[src/rtl/id_decode_pkg.sv]
// RV32 opcode constants, field positions and the decoded-field bundle
// shared by the decode stage and its field decoder.
package id_decode_pkg;

    localparam logic [6:0] OP_R      = 7'b0110011;
    localparam logic [6:0] OP_IMM    = 7'b0010011;
    localparam logic [6:0] OP_LOAD   = 7'b0000011;
    localparam logic [6:0] OP_STORE  = 7'b0100011;
    localparam logic [6:0] OP_BRANCH = 7'b1100011;
    localparam logic [6:0] OP_LUI    = 7'b0110111;
    localparam logic [6:0] OP_AUIPC  = 7'b0010111;

    localparam int RD_LSB  = 7;
    localparam int F3_LSB  = 12;
    localparam int RS1_LSB = 15;
    localparam int RS2_LSB = 20;
    localparam int F7_LSB  = 25;
    localparam int IMMU_LSB = 12;

    typedef struct packed {
        logic [11:0] imm;
        logic [19:0] imm_u;
        logic        imm_src;
        logic [4:0]  rs1;
        logic [4:0]  rs2;
        logic [4:0]  rd;
        logic [6:0]  opcode;
        logic [2:0]  funct3;
        logic [6:0]  funct7;
        logic        illegal;
    } dec_t;

endpackage

[src/rtl/id_decode_stage_field_decode.sv]
// Combinational RV32 field slicer: register indices, functs and the
// unextended immediate plus its source select for the extender.
module rv_field_decode
    import id_decode_pkg::*;
(
    input  logic [31:0] instr,
    output dec_t        dec
);

    logic [6:0] op;

    assign op = instr[6:0];

    always_comb begin
        dec        = '0;
        dec.opcode = op;
        dec.rd     = instr[RD_LSB +: 5];
        dec.funct3 = instr[F3_LSB +: 3];
        dec.rs1    = instr[RS1_LSB +: 5];
        dec.rs2    = instr[RS2_LSB +: 5];
        dec.funct7 = instr[F7_LSB +: 7];
        case (op)
            OP_R: ;
            OP_IMM, OP_LOAD:
                dec.imm = instr[31:20];
            OP_STORE:
                dec.imm = {instr[31:25], instr[11:7]};
            OP_BRANCH:
                dec.imm = {instr[31], instr[7], instr[30:25], instr[11:8]};
            OP_LUI, OP_AUIPC: begin
                dec.imm_src = 1'b1;
                dec.imm_u   = instr[31:IMMU_LSB];
            end
            default:
                dec.illegal = 1'b1;
        endcase
    end

endmodule

[src/rtl/id_decode_stage.sv]
// Registered decode stage with a 2-entry skid (main + skid) so that
// in_ready never depends on out_ready combinationally.
module id_decode_stage
    import id_decode_pkg::*;
#(
    parameter int PC_W = 32
) (
    input  logic            clk,
    input  logic            rst_n,
    input  logic            flush,
    input  logic            in_valid,
    output logic            in_ready,
    input  logic [31:0]     in_instr,
    input  logic [PC_W-1:0] in_pc,
    output logic            out_valid,
    input  logic            out_ready,
    output logic [PC_W-1:0] out_pc,
    output logic [11:0]     Imm,
    output logic [19:0]     Imm_U,
    output logic            Imm_Src,
    output logic [4:0]      rs1,
    output logic [4:0]      rs2,
    output logic [4:0]      rd,
    output logic [6:0]      opcode,
    output logic [2:0]      funct3,
    output logic [6:0]      funct7,
    output logic            illegal
);

    dec_t            main_q;
    logic [PC_W-1:0] main_pc;
    logic            main_valid;
    logic [31:0]     skid_instr;
    logic [PC_W-1:0] skid_pc;
    logic            skid_valid;

    logic [31:0]     src_instr;
    logic [PC_W-1:0] src_pc;
    dec_t            dec;
    logic            in_xfer;
    logic            out_xfer;
    logic            load_main;
    logic            to_skid;

    // The skid, when occupied, is always older than anything on the input.
    assign src_instr = skid_valid ? skid_instr : in_instr;
    assign src_pc    = skid_valid ? skid_pc : in_pc;

    rv_field_decode u_dec (
        .instr (src_instr),
        .dec   (dec)
    );

    assign in_ready  = !skid_valid && !flush;
    assign in_xfer   = in_valid && in_ready;
    assign out_xfer  = main_valid && out_ready;
    assign load_main = (!main_valid || out_xfer) && (skid_valid || in_xfer);
    assign to_skid   = in_xfer && main_valid && !out_xfer;

    always_ff @(posedge clk) begin
        if (!rst_n) begin
            main_q     <= '0;
            main_pc    <= '0;
            main_valid <= 1'b0;
            skid_instr <= '0;
            skid_pc    <= '0;
            skid_valid <= 1'b0;
        end else if (flush) begin
            main_valid <= 1'b0;
            skid_valid <= 1'b0;
        end else begin
            if (load_main) begin
                main_valid <= 1'b1;
                main_q     <= dec;
                main_pc    <= src_pc;
            end else if (out_xfer) begin
                main_valid <= 1'b0;
            end
            if (to_skid) begin
                skid_valid <= 1'b1;
                skid_instr <= in_instr;
                skid_pc    <= in_pc;
            end else if (out_xfer) begin
                skid_valid <= 1'b0;
            end
        end
    end

    assign out_valid = main_valid;
    assign out_pc    = main_pc;
    assign Imm       = main_q.imm;
    assign Imm_U     = main_q.imm_u;
    assign Imm_Src   = main_q.imm_src;
    assign rs1       = main_q.rs1;
    assign rs2       = main_q.rs2;
    assign rd        = main_q.rd;
    assign opcode    = main_q.opcode;
    assign funct3    = main_q.funct3;
    assign funct7    = main_q.funct7;
    assign illegal   = main_q.illegal;

endmodule

[config.mk]
export PLATFORM = sky130hd
export DESIGN_NAME = id_decode_stage
export DESIGN_NICKNAME = d
export VERILOG_FILES = /design/src/rtl/id_decode_pkg.sv /design/src/rtl/id_decode_stage_field_decode.sv /design/src/rtl/id_decode_stage.sv
export SDC_FILE = /design/constraint.sdc
export NUM_CORES = 1
export LEC_CHECK = 0
export ABC_AREA = 1
export BUFFER_PORTS_ARGS = -buffer_cell sky130_fd_sc_hd__clkbuf_2
export CORE_ASPECT_RATIO = 1.1
export CORE_MARGIN = 2
export CORE_UTILIZATION = 53
export DETAILED_ROUTE_END_ITERATION = 6
export PLACE_DENSITY = 0.84
export REMOVE_ABC_BUFFERS = 1
export SYNTH_ARGS = -nofsm -noshare
export SYNTH_HDL_FRONTEND = slang
export SYNTH_SLANG_ARGS = --single-unit
[constraint.sdc]
create_clock -name clk -period 1.85 [get_ports clk]
set_clock_uncertainty 0.2 [all_clocks]
set_input_delay 0.0925 -clock clk [delete_from_list [all_inputs] [get_ports clk]]
set_output_delay 0.0925 -clock clk [all_outputs]
set_load 0.03 [all_outputs]
==> Word-level counts from Yosys, hierarchy flattened <==
Cells that the tools add are included.
{ "totals": {"elab_cells": 52, "input_bits": 69, "output_inout_bits": 100, "regBits": 164} }
{ "classes": {"n_reduce_logical": 20, "bitwise": 2, "n_mux": 8, "n_eq_ne": 7} }
{ "ops": {"columns": ["cell", "n"], "rows": [
  ["two-way mux 32 bit", 2],
  ["one-hot mux 12 bit (3 select lines)", 1],
  ["equality test 7 x 6 -> 1 bit (second input constant)", 3],
  ["two-way mux 21 bit", 1],
  ["equality test 7 x 5 -> 1 bit (second input constant)", 2],
  ["equality test 7 x 2 -> 1 bit (second input constant)", 1],
  ["equality test 7 bit (second input constant)", 1],
  ["OR reduction 7 bit", 1],
  ["logical AND 1 bit", 6],
  ["OR reduction 2 bit", 3],
  ["logical NOT 1 bit", 4],
  ["two-way mux 1 bit", 4],
  ["AND reduction 2 bit", 2],
  ["nonzero test 2 bit", 2],
  ["logical OR 1 bit", 2],
  ["inverter 1 bit", 2]
]} }

==> Longest topological paths before layout <==
Gate-level depths: netlist of the first run.
{ "depth": {"depth_word": 6, "depth_mapped": 11, "mapped_depth_nobuf": 9} }

==> Hierarchy <==
Synthesis of the first run repeated with hierarchy kept, for this count alone.
{ "hier_totals": {"hier_cells": 1246, "area_unflattened_um2": 8191.6} }
{ "by_module_without_submodules": {"columns": ["module", "cells_per_inst", "seq_area_each_um2", "instances", "area_each_um2"], "rows": [
  ["id_decode_stage", 1100, 3283.1, 1, 7350.8],
  ["rv_field_decode", 146, 0.0, 1, 840.8]
]} }

==> Worst setup path after synthesis of the first run <==
Ideal clock, no wire load.
{ "synth_timing": {"path_type": "register to register", "from": "reg skid_valid", "to": "reg main_q (netlist bit Imm[1])", "period_less_slack_ns": 1.882, "path_buffers": 2, "setup_time_ns": 0.071, "t_required_ns": 1.579, "slack_ns": -0.032, "path_stages_with_launch": 10, "t_arrival_ns": 1.611, "cell_sequence": "dfxtp_1 -> nor2_2 -> nand2_1 -> nand2_1 -> nand3_2 -> inv_2 -> buf_2 -> buf_2 -> nand2_1 -> a21oi_1"} }
{ "synth_between": {"elab_chain_cells": 6, "elab_cells_between_ends": 13, "cone_classes": "4 x eq/ne; 2 x mux; 7 x reduce/logical"} }
{ "synth_rtl": {"columns": ["item", "line_no", "text"], "rows": [
  ["start: declaration", "id_decode_stage.sv:35", "logic skid_valid;"],
  ["start signal: assignment", "id_decode_stage.sv:67", "skid_valid <= 1'b0;"],
  ["start signal: assignment", "id_decode_stage.sv:70", "skid_valid <= 1'b0;"],
  ["start signal: assignment", "id_decode_stage.sv:80", "skid_valid <= 1'b1;"],
  ["logical NOT 1 bit", "id_decode_stage.sv:54", "assign in_ready = !skid_valid && !flush;"],
  ["logical AND 1 bit", "id_decode_stage.sv:54", null],
  ["named net in_ready", "id_decode_stage.sv:12", "output logic in_ready,"],
  ["logical AND 1 bit", "id_decode_stage.sv:55", "assign in_xfer = in_valid && in_ready;"],
  ["logical OR 1 bit", "id_decode_stage.sv:57", "assign load_main = (!main_valid || out_xfer) && (skid_valid || in_xfer);"],
  ["logical AND 1 bit", "id_decode_stage.sv:57", null],
  ["AND reduction 2 bit (no source line)", null, null],
  ["end signal: assignment", "id_decode_stage.sv:62", "main_q <= '0;"],
  ["end signal: assignment", "id_decode_stage.sv:74", "main_q <= dec;"],
  ["end: declaration", "id_decode_stage.sv:30", "dec_t main_q;"]
]} }
The timed path passes the listed nets, and every way through them passes these cells.
A chain may end at the register's enable or synchronous reset.

==> Final worst setup path of the first run <==
{ "layout_timing": {"from": "reg skid_valid", "to": "reg main_q (netlist bit Imm_U[18])"} }
{ "layout_between": {"elab_chain_cells": 6, "elab_cells_between_ends": 11, "cone_classes": "2 x eq/ne; 2 x mux; 7 x reduce/logical"} }
{ "layout_rtl": {"columns": ["item"], "rows": [
  ["branches (longest 6 deep; another with two-way mux 32 bit)"]
]} }
Several ways; the timed one is not identified.

==> metrics.txt, run 1 <==
R2R setup slack=-0.03 ns; Pwr Total=0.00794 W; Crit Path Category=flip-flop to flip-flop; Tmin final=1.88 ns; CTS Root Cell=clkbuf_16; Antenna Nets Post-Route=0; mean routed wirelength per cell=15.4 um; H-tree level count=4; commonest non-fill, non-tap cell in the layout=nand2_1; die area=13,600 sq um; pin count of the biggest net entering global routing=77; clock latency on the worst-skew pair=0.43 ns; worst-case clock buffer depth=2; DP Area=7880 sq um; TritonCTS buffer count=17; worst setup path end=Imm_U[18]; DIE WIDTH=111 um; Critical Path Sink Type=flip-flop; final setup violation count=13; via count=7,311; setup ws final=-0.0318 ns; Slew Viols, Final=0; crit path from=skid_valid; reg-to-reg critical path endpoint=Imm_U[18]; GPL Wtd Cong=0.842; Power Internal=0.00600 W; GRT Resource Usage Total=0.283; outcome=complete, but fails checks; initial antenna violation count=0; Port Buffers=168; yosys warns=0; grt total ovfl=0; VDD IR max=825 uV; I/O Pins=169; register share of total power=0.462; Setup TNS=-0.176 ns; drt pass-1 iters=7; number of DRC markers in iteration 0=665; R2R depth=9; Synth area leader=dfxtp_1; unrepaired setup endpoints after global routing=yes; Max-Cap Viols=0; Comb pwr share=0.111; Leakage Power=4.22 nW; share of cells above drive strength 1=0.257; number of global-route vias before repair=6,640; Slew @ Worst Pin=0.619 ns; die height=122 um; r2r startpoint=skid_valid; Synth Cell Area=6730 sq um; crit share post-route=1.02; Clk network pwr share=0.427; count of state elements after synthesis=164; synthesis-to-finish area growth=39.6%; DRC=5; Max Clk Rate=531 MHz; first-pass GRT wire length=31,200 um; Hold Violations, Final=0; CP Max Fanout=8; final wirelength=20,400 um; sw frac=0.245; post-layout util=0.753; most frequent cells in the layout=196 x nand2_1, 167 x clkbuf_2, 163 x dfxtp_1, 122 x o21ai_0, 114 x nor2_1; CTS tree=built; syn avg cell area=7.32 sq um; P_sw=0.00195 W; worst path arrival time=2.04 ns; PwrDens=845 nW/um^2; failing checks=design-rule violations, negative setup slack; CP required=2.01 ns; # diodes=0; Slew Limit Headroom=0.583; Synth top area share=0.488; starting density of the core=0.539; Site Rows=43; core area=12,500 sq um; final instance area=9400 sq um; Min-Delay Path Class=input pin to flip-flop; # nets final=1,231; clock-pin slew on the worst setup and hold paths=0.06 ns; synth top area cells=dfxtp_1 49%, nand2_1 11%, o21ai_0 9.1%; sequential area share after synthesis=0.488; startpoint types=flip-flop; synth unique cells=25; gate count after technology mapping=920; hpwl dp=11,800 um; CTS sink count=164; vias per cell=5.50
kinds of logic after synthesis:
kind of cell	share of synthesized area
AOI/OAI and AO/OA	0.198
buffers and inverters	0.0780
DFF	0.488
and+or+nand+nor	0.236
power by group through the flow:
stage          Combinational, W  Sequential, W  Clock (W)
6_report               0.000884        0.00367    0.00339
2_1_floorplan          0.000242        0.00388          0
3_3_place_gp           0.000698        0.00374          0
3_5_place_dp           0.000707        0.00374          0
4_1_cts                0.000825        0.00366    0.00341
5_1_grt                0.000945        0.00367    0.00356
layer usage:
layer	share of wire	track usage	up-vias
li1	-	-	3488
met2	0.51	0.495	386
met3	0.085	0.0716	59
met4	0.028	0.114	0
met5	0	0	-
met1	0.38	0.335	3378
state kept, by name, indices dropped and copies added, names as in the netlist:
register / count
out_pc: 32
skid_instr: 32
skid_pc: 32
Imm_U: 20
Imm: 12
funct7: 7
opcode: 7
rd: 5
rs1: 5
rs2: 5
funct3: 3
Imm_Src: 1
illegal: 1
out_valid: 1
skid_valid: 1
synth_stat cells:
cell type  count
a211oi_1       5
dfxtp_1      164
o21ai_4        1
buf_6          3
a31oi_1       32
nand2_1      199
buf_1          1
nor2_1       123
clkbuf_1      43
inv_2          2
nor2_2         1
a21oi_1       68
buf_4          4
o21a_1         4
inv_1         52
nand3_1       46
o211ai_1       1
clkinv_1       1
o21ai_0      123
buf_2         18
nand2_2       14
a21oi_2       10
nor3_4         1
nand3_2        3
nor2_4         1
how the worst min path moves through the flow:
stage,start,cells after the start,end,slack (ns)
2_1_floorplan,in_instr[0],2,skid_instr[0],0.03
3_3_place_gp,in_instr[21],3,skid_instr[21],0.13
3_5_place_dp,in_pc[14],3,skid_pc[14],0.14
4_1_cts,in_pc[14],4,skid_pc[14],0.23
5_1_grt,in_pc[5],4,skid_pc[5],0.25
6_report,in_pc[0],4,skid_pc[0],0.25
critical path, cell delays in order (launching register included):
cell	delay, ns
dfxtp_4	0.39
inv_2	0.06
buf_4	0.15
o21ai_4	0.20
nand3_2	0.12
nor3_4	0.20
buf_4	0.15
buf_12	0.13
nand3_1	0.07
a21oi_1	0.13
final cells by class:
class	instances	area [sq um]
Inverter	55	211
Timing Repair Buffer	292	2150
Tap cell	157	196
Fill cell	887	3080
Clock buffer	23	468
Sequential cell	164	3290
Multi-Input combinational cell	632	3000
Clock inverter	6	80.1
stage by stage:
step	setup slack, ns	instances	hold slack (ns)
after floorplan	-4.23	851	0.0274
after global placement	-0.0569	1218	0.134
after detailed placement	-0.138	1218	0.139
after CTS	0.0194	1315	0.234
after global routing	-0.101	1329	0.253
final	-0.0318	1329	0.248
timing repair:
| action | in CTS | in global routing |
|---|---|---|
| hold buffers | 68 | 0 |
| endpoints found under the hold margin | 151 | 0 |
| setup endpoints to repair | 14 | 132 |
| gates cloned | 0 | 6 |
| gates resized for setup | 6 | 33 |
| setup buffers | 0 | 8 |
| pin swaps | 0 | 4 |
No activity file was read; power rests on OpenSTA's default activity.
==> inputs of run 2 (changes only) <==
--- a/config.mk
+++ b/config.mk
@@ -5,13 +5,12 @@
 export SDC_FILE = /design/constraint.sdc
 export NUM_CORES = 1
 export LEC_CHECK = 0
-export ABC_AREA = 1
 export BUFFER_PORTS_ARGS = -buffer_cell sky130_fd_sc_hd__clkbuf_2
 export CORE_ASPECT_RATIO = 1.1
 export CORE_MARGIN = 2
 export CORE_UTILIZATION = 53
 export DETAILED_ROUTE_END_ITERATION = 6
-export PLACE_DENSITY = 0.84
+export PLACE_DENSITY = 0.83
 export REMOVE_ABC_BUFFERS = 1
 export SYNTH_ARGS = -nofsm -noshare
 export SYNTH_HDL_FRONTEND = slang
==> constraint.sdc (replaced) <==
create_clock -name clk -period 1.85 [get_ports clk]
set_clock_uncertainty 0.2 [all_clocks]
set_input_delay 0.185 -clock clk [delete_from_list [all_inputs] [get_ports clk]]
set_output_delay 0.185 -clock clk [all_outputs]
set_load 0.03 [all_outputs]
==> metrics.txt, run 2 <==
vias per cell=5.58 (+1.4%); Worst path max stage delay=0.40 ns (about the same); R2R setup slack=-0.22 ns (-0.18 ns); synthesis-to-finish area growth=40.6%; most frequent cell after synthesis=nand2_1; WHS=-0.129 ns (-0.377 ns); final wirelength=19,900 um (-2.7%); crit share post-route=1.12 (+0.0998); CTS sink count=164 (unchanged); DIE WIDTH=113 um (+1.7%); post-layout util=0.769 (+0.0158); Tmin final=2.07 ns (+0.185 ns); Comb pwr share=0.132 (+0.021); register share of total power=0.449 (-0.013); CP Max Fanout=5 (-3); synth unique cells=46 (+84%); core area=12,800 sq um (+2.2%); initial antenna violation count=0 (unchanged); multi-input logic area=3540 sq um (+18%); met1 usage=0.323 (-0.0117); share of cells above drive strength 1=0.281 (+0.0239); Slew Viols, Final=0 (unchanged); setup ws final=-0.216 ns (-0.185 ns); Max-Cap Viols=0 (unchanged); worst-case clock buffer depth=2 (unchanged); met3 GRT Util=0.0652 (-0.00640); H-tree level count=4 (unchanged); Synth Area in Compound Gates=0.215 (+0.0169); number of synthesized flops with an enable pin=0 (unchanged); DRC=1 (-4); number of DRC markers in iteration 0=498 (-25%); XOR/XNOR share of the synthesized area=0 (unchanged); Site Rows=43 (unchanged); Pwr Total=0.00825 W (+3.8%); fill count=844 (-4.8%); sw frac=0.250 (+0.00491); Leakage Power=4.36 nW (+3.4%); Clk network pwr share=0.418 (-0.009); Worst Hold Path EP=skid_instr[1]; largest family of logic cells by synthesized area=compound AO/OA/AOI/OAI gates; yosys warns=0 (unchanged); PwrDens=841 nW/um^2 (-0.47%); Synth Cell Area=6970 sq um (+3.5%); Critical Path Sink Type=flip-flop; VDD IR max=625 uV (-24%); die area=14,100 sq um (+3.4%); CTS Root Cell=clkbuf_16; Synth area leader=dfxtp_1; register area=3290 sq um (unchanged); CP Cell Sequence=or3b_4 > a22o_4 > or3_4 > o22ai_1 > a22o_1; Max Clk Rate=484 MHz (-8.9%); syn avg cell area=9.08 sq um (+24%); highest-delay cell along the critical path=or3_4; TritonCTS buffer count=17 (unchanged); count of state elements after synthesis=164 (unchanged); clock-pin slew on the worst setup and hold paths=0.06 ns (about the same); outcome=complete, but fails checks; GRT busiest layer=met2; clock latency on the worst-skew pair=0.42 ns (about the same); unrepaired setup endpoints after global routing=yes; CTS tree=built; mean routed wirelength per cell=16.7 um (+8.7%); synth top area cells=dfxtp_1 47%, nand2_1 12%, mux2i_1 9.3%; I/O Pins=169 (unchanged); Synth top area share=0.471 (-0.0166); P_sw=0.00206 W (+5.9%); Antenna Nets Post-Route=0 (unchanged); most common library cells after synthesis=214 x nand2_1, 164 x dfxtp_1, 65 x a21boi_0, 65 x mux2i_1, 55 x o211a_1; R2R depth=5 (-4); GRT met2 Usage=0.460 (-0.0346); Power Internal=0.00619 W (+3.1%); first-pass GRT wire length=30,500 um (-2.2%); predominant post-synthesis flop cell=dfxtp_1; sequential area share after synthesis=0.471 (-0.0166); Post-synth ARST share=0 (unchanged); starting density of the core=0.547 (+0.00726); hold buffer count at CTS=66 (-2.9%); r2r startpoint=skid_valid; hold path depth=3 (-1); via count=6,635 (-9.2%); failing checks=design-rule violations, negative hold slack, negative setup slack; commonest non-fill, non-tap cell in the layout=nand2_1; startpoint types=flip-flop; Port Buffers=168 (unchanged); final instance area=9800 sq um (+4.3%); Simple-Gate Fraction of Synth Area=0.174 (-0.0626); CP required=2.01 ns (about the same); DP Area=8300 sq um (+5.4%); GPL Wtd Cong=0.877 (+4.1%); gate count after technology mapping=768 (-17%); # diodes=0 (unchanged); number of global-route vias before repair=6,217 (-6.4%); drt pass-1 iters=7 (unchanged); Slew @ Worst Pin=0.554 ns (-0.0655 ns); Min-Delay Path Class=input pin to flip-flop; Hold Violations, Final=2 (+2); worst path arrival time=2.23 ns (+0.19 ns); most frequent cells in the layout=212 x nand2_1, 167 x clkbuf_2, 163 x dfxtp_1, 66 x dlygate4sd3_1, 65 x mux2i_1; Crit Path Category=flip-flop to flip-flop; pin count of the biggest net entering global routing=75 (-2.6%); Slew Limit Headroom=0.620 (+0.0375); die height=124 um (+1.7%); grt total ovfl=0 (unchanged); final setup violation count=37 (+24); GRT Resource Usage Total=0.265 (-0.0174); reg-to-reg critical path endpoint=Imm[4]; HP Start=in_instr[1]; hpwl dp=12,000 um (+1.1%); Post-Synth Adder-Cell Area=0 (unchanged); mux cell area share after synthesis=0.101 (+0.101); # nets final=1,089 (-12%)
## run 2: changes by cell type after synthesis, moves of 49 or more
cell / change
a21boi_0: +65
inv_1: -49
o211a_1: +55
nor2_1: -107
a21oi_1: -54
mux2i_1: +65
o21ai_0: -106
## run 2: layer usage
layer,part of all wire,up-vias
met3,0.075,36
met1,0.41,3138
met2,0.49,289
met5,0,-
li1,-,3172
met4,0.019,0
## run 2: how the worst max path moves through the flow
stage	start	end	slack (ns)	depth (start not counted)
after global placement	skid_valid	Imm[1]	-0.20	5
after CTS	skid_valid	Imm[1]	-0.17	5
after detailed placement	skid_valid	Imm[3]	-0.21	5
final	skid_valid	Imm[4]	-0.22	5
after floorplan	skid_valid	Imm_U[12]	-7.86	5
after global routing	skid_valid	Imm[4]	-0.30	6
## run 2: stage by stage
| step | instances | setup WS, ns | setup TNS (ns) |
|---|---|---|---|
| floorplan | 707 | -7.86 | -873.24 |
| global placement | 1085 | -0.198 | -2.04 |
| detailed placement | 1085 | -0.214 | -2.66 |
| CTS | 1184 | -0.169 | -3.15 |
| global route | 1190 | -0.296 | -11.42 |
| finish | 1190 | -0.216 | -2.24 |
## run 2: cells by family (layout without fill, tap and decap cells)
logic type / after synthesis / after routing
flip-flops: 164 / 164
AO/OA/AOI/OAI: 190 / 190
buffers and inverters: 64 / 328
multiplexers: 70 / 70
AND/OR/NAND/NOR: 280 / 281
## run 2: power by group through the flow
stage	Clock (W)	Combinational, W	Sequential [W]
2_1_floorplan	0	0.000318	0.00397
3_3_place_gp	0	0.000883	0.00377
3_5_place_dp	0	0.000892	0.00378
4_1_cts	0.00348	0.00102	0.00370
5_1_grt	0.00363	0.00116	0.00371
6_report	0.00345	0.00109	0.00370
## run 2: final cells by class
class	instances	share of cell area
clock buffers	25	0.0485
flip-flops and latches	164	0.335
inverters	3	0.00115
clock inverters	7	0.0101
repair buffers	293	0.224
well taps	157	0.0200
multi-input cells	541	0.361
## run 2: timing repair
action	in CTS	in global routing
gates cloned	1	3
pin swaps	3	3
hold endpoints to repair	116	1
buffers inserted	0	3
endpoints found under the setup margin	46	162
gates resized for setup	12	30
## run 2: worst max-delay path, delay by kind of cell (launching register included)
kind | cells | cell delay [ns]
and+or+nand+nor | 2 | 0.78
DFF | 1 | 0.36
AOI/OAI and AO/OA | 3 | 0.66
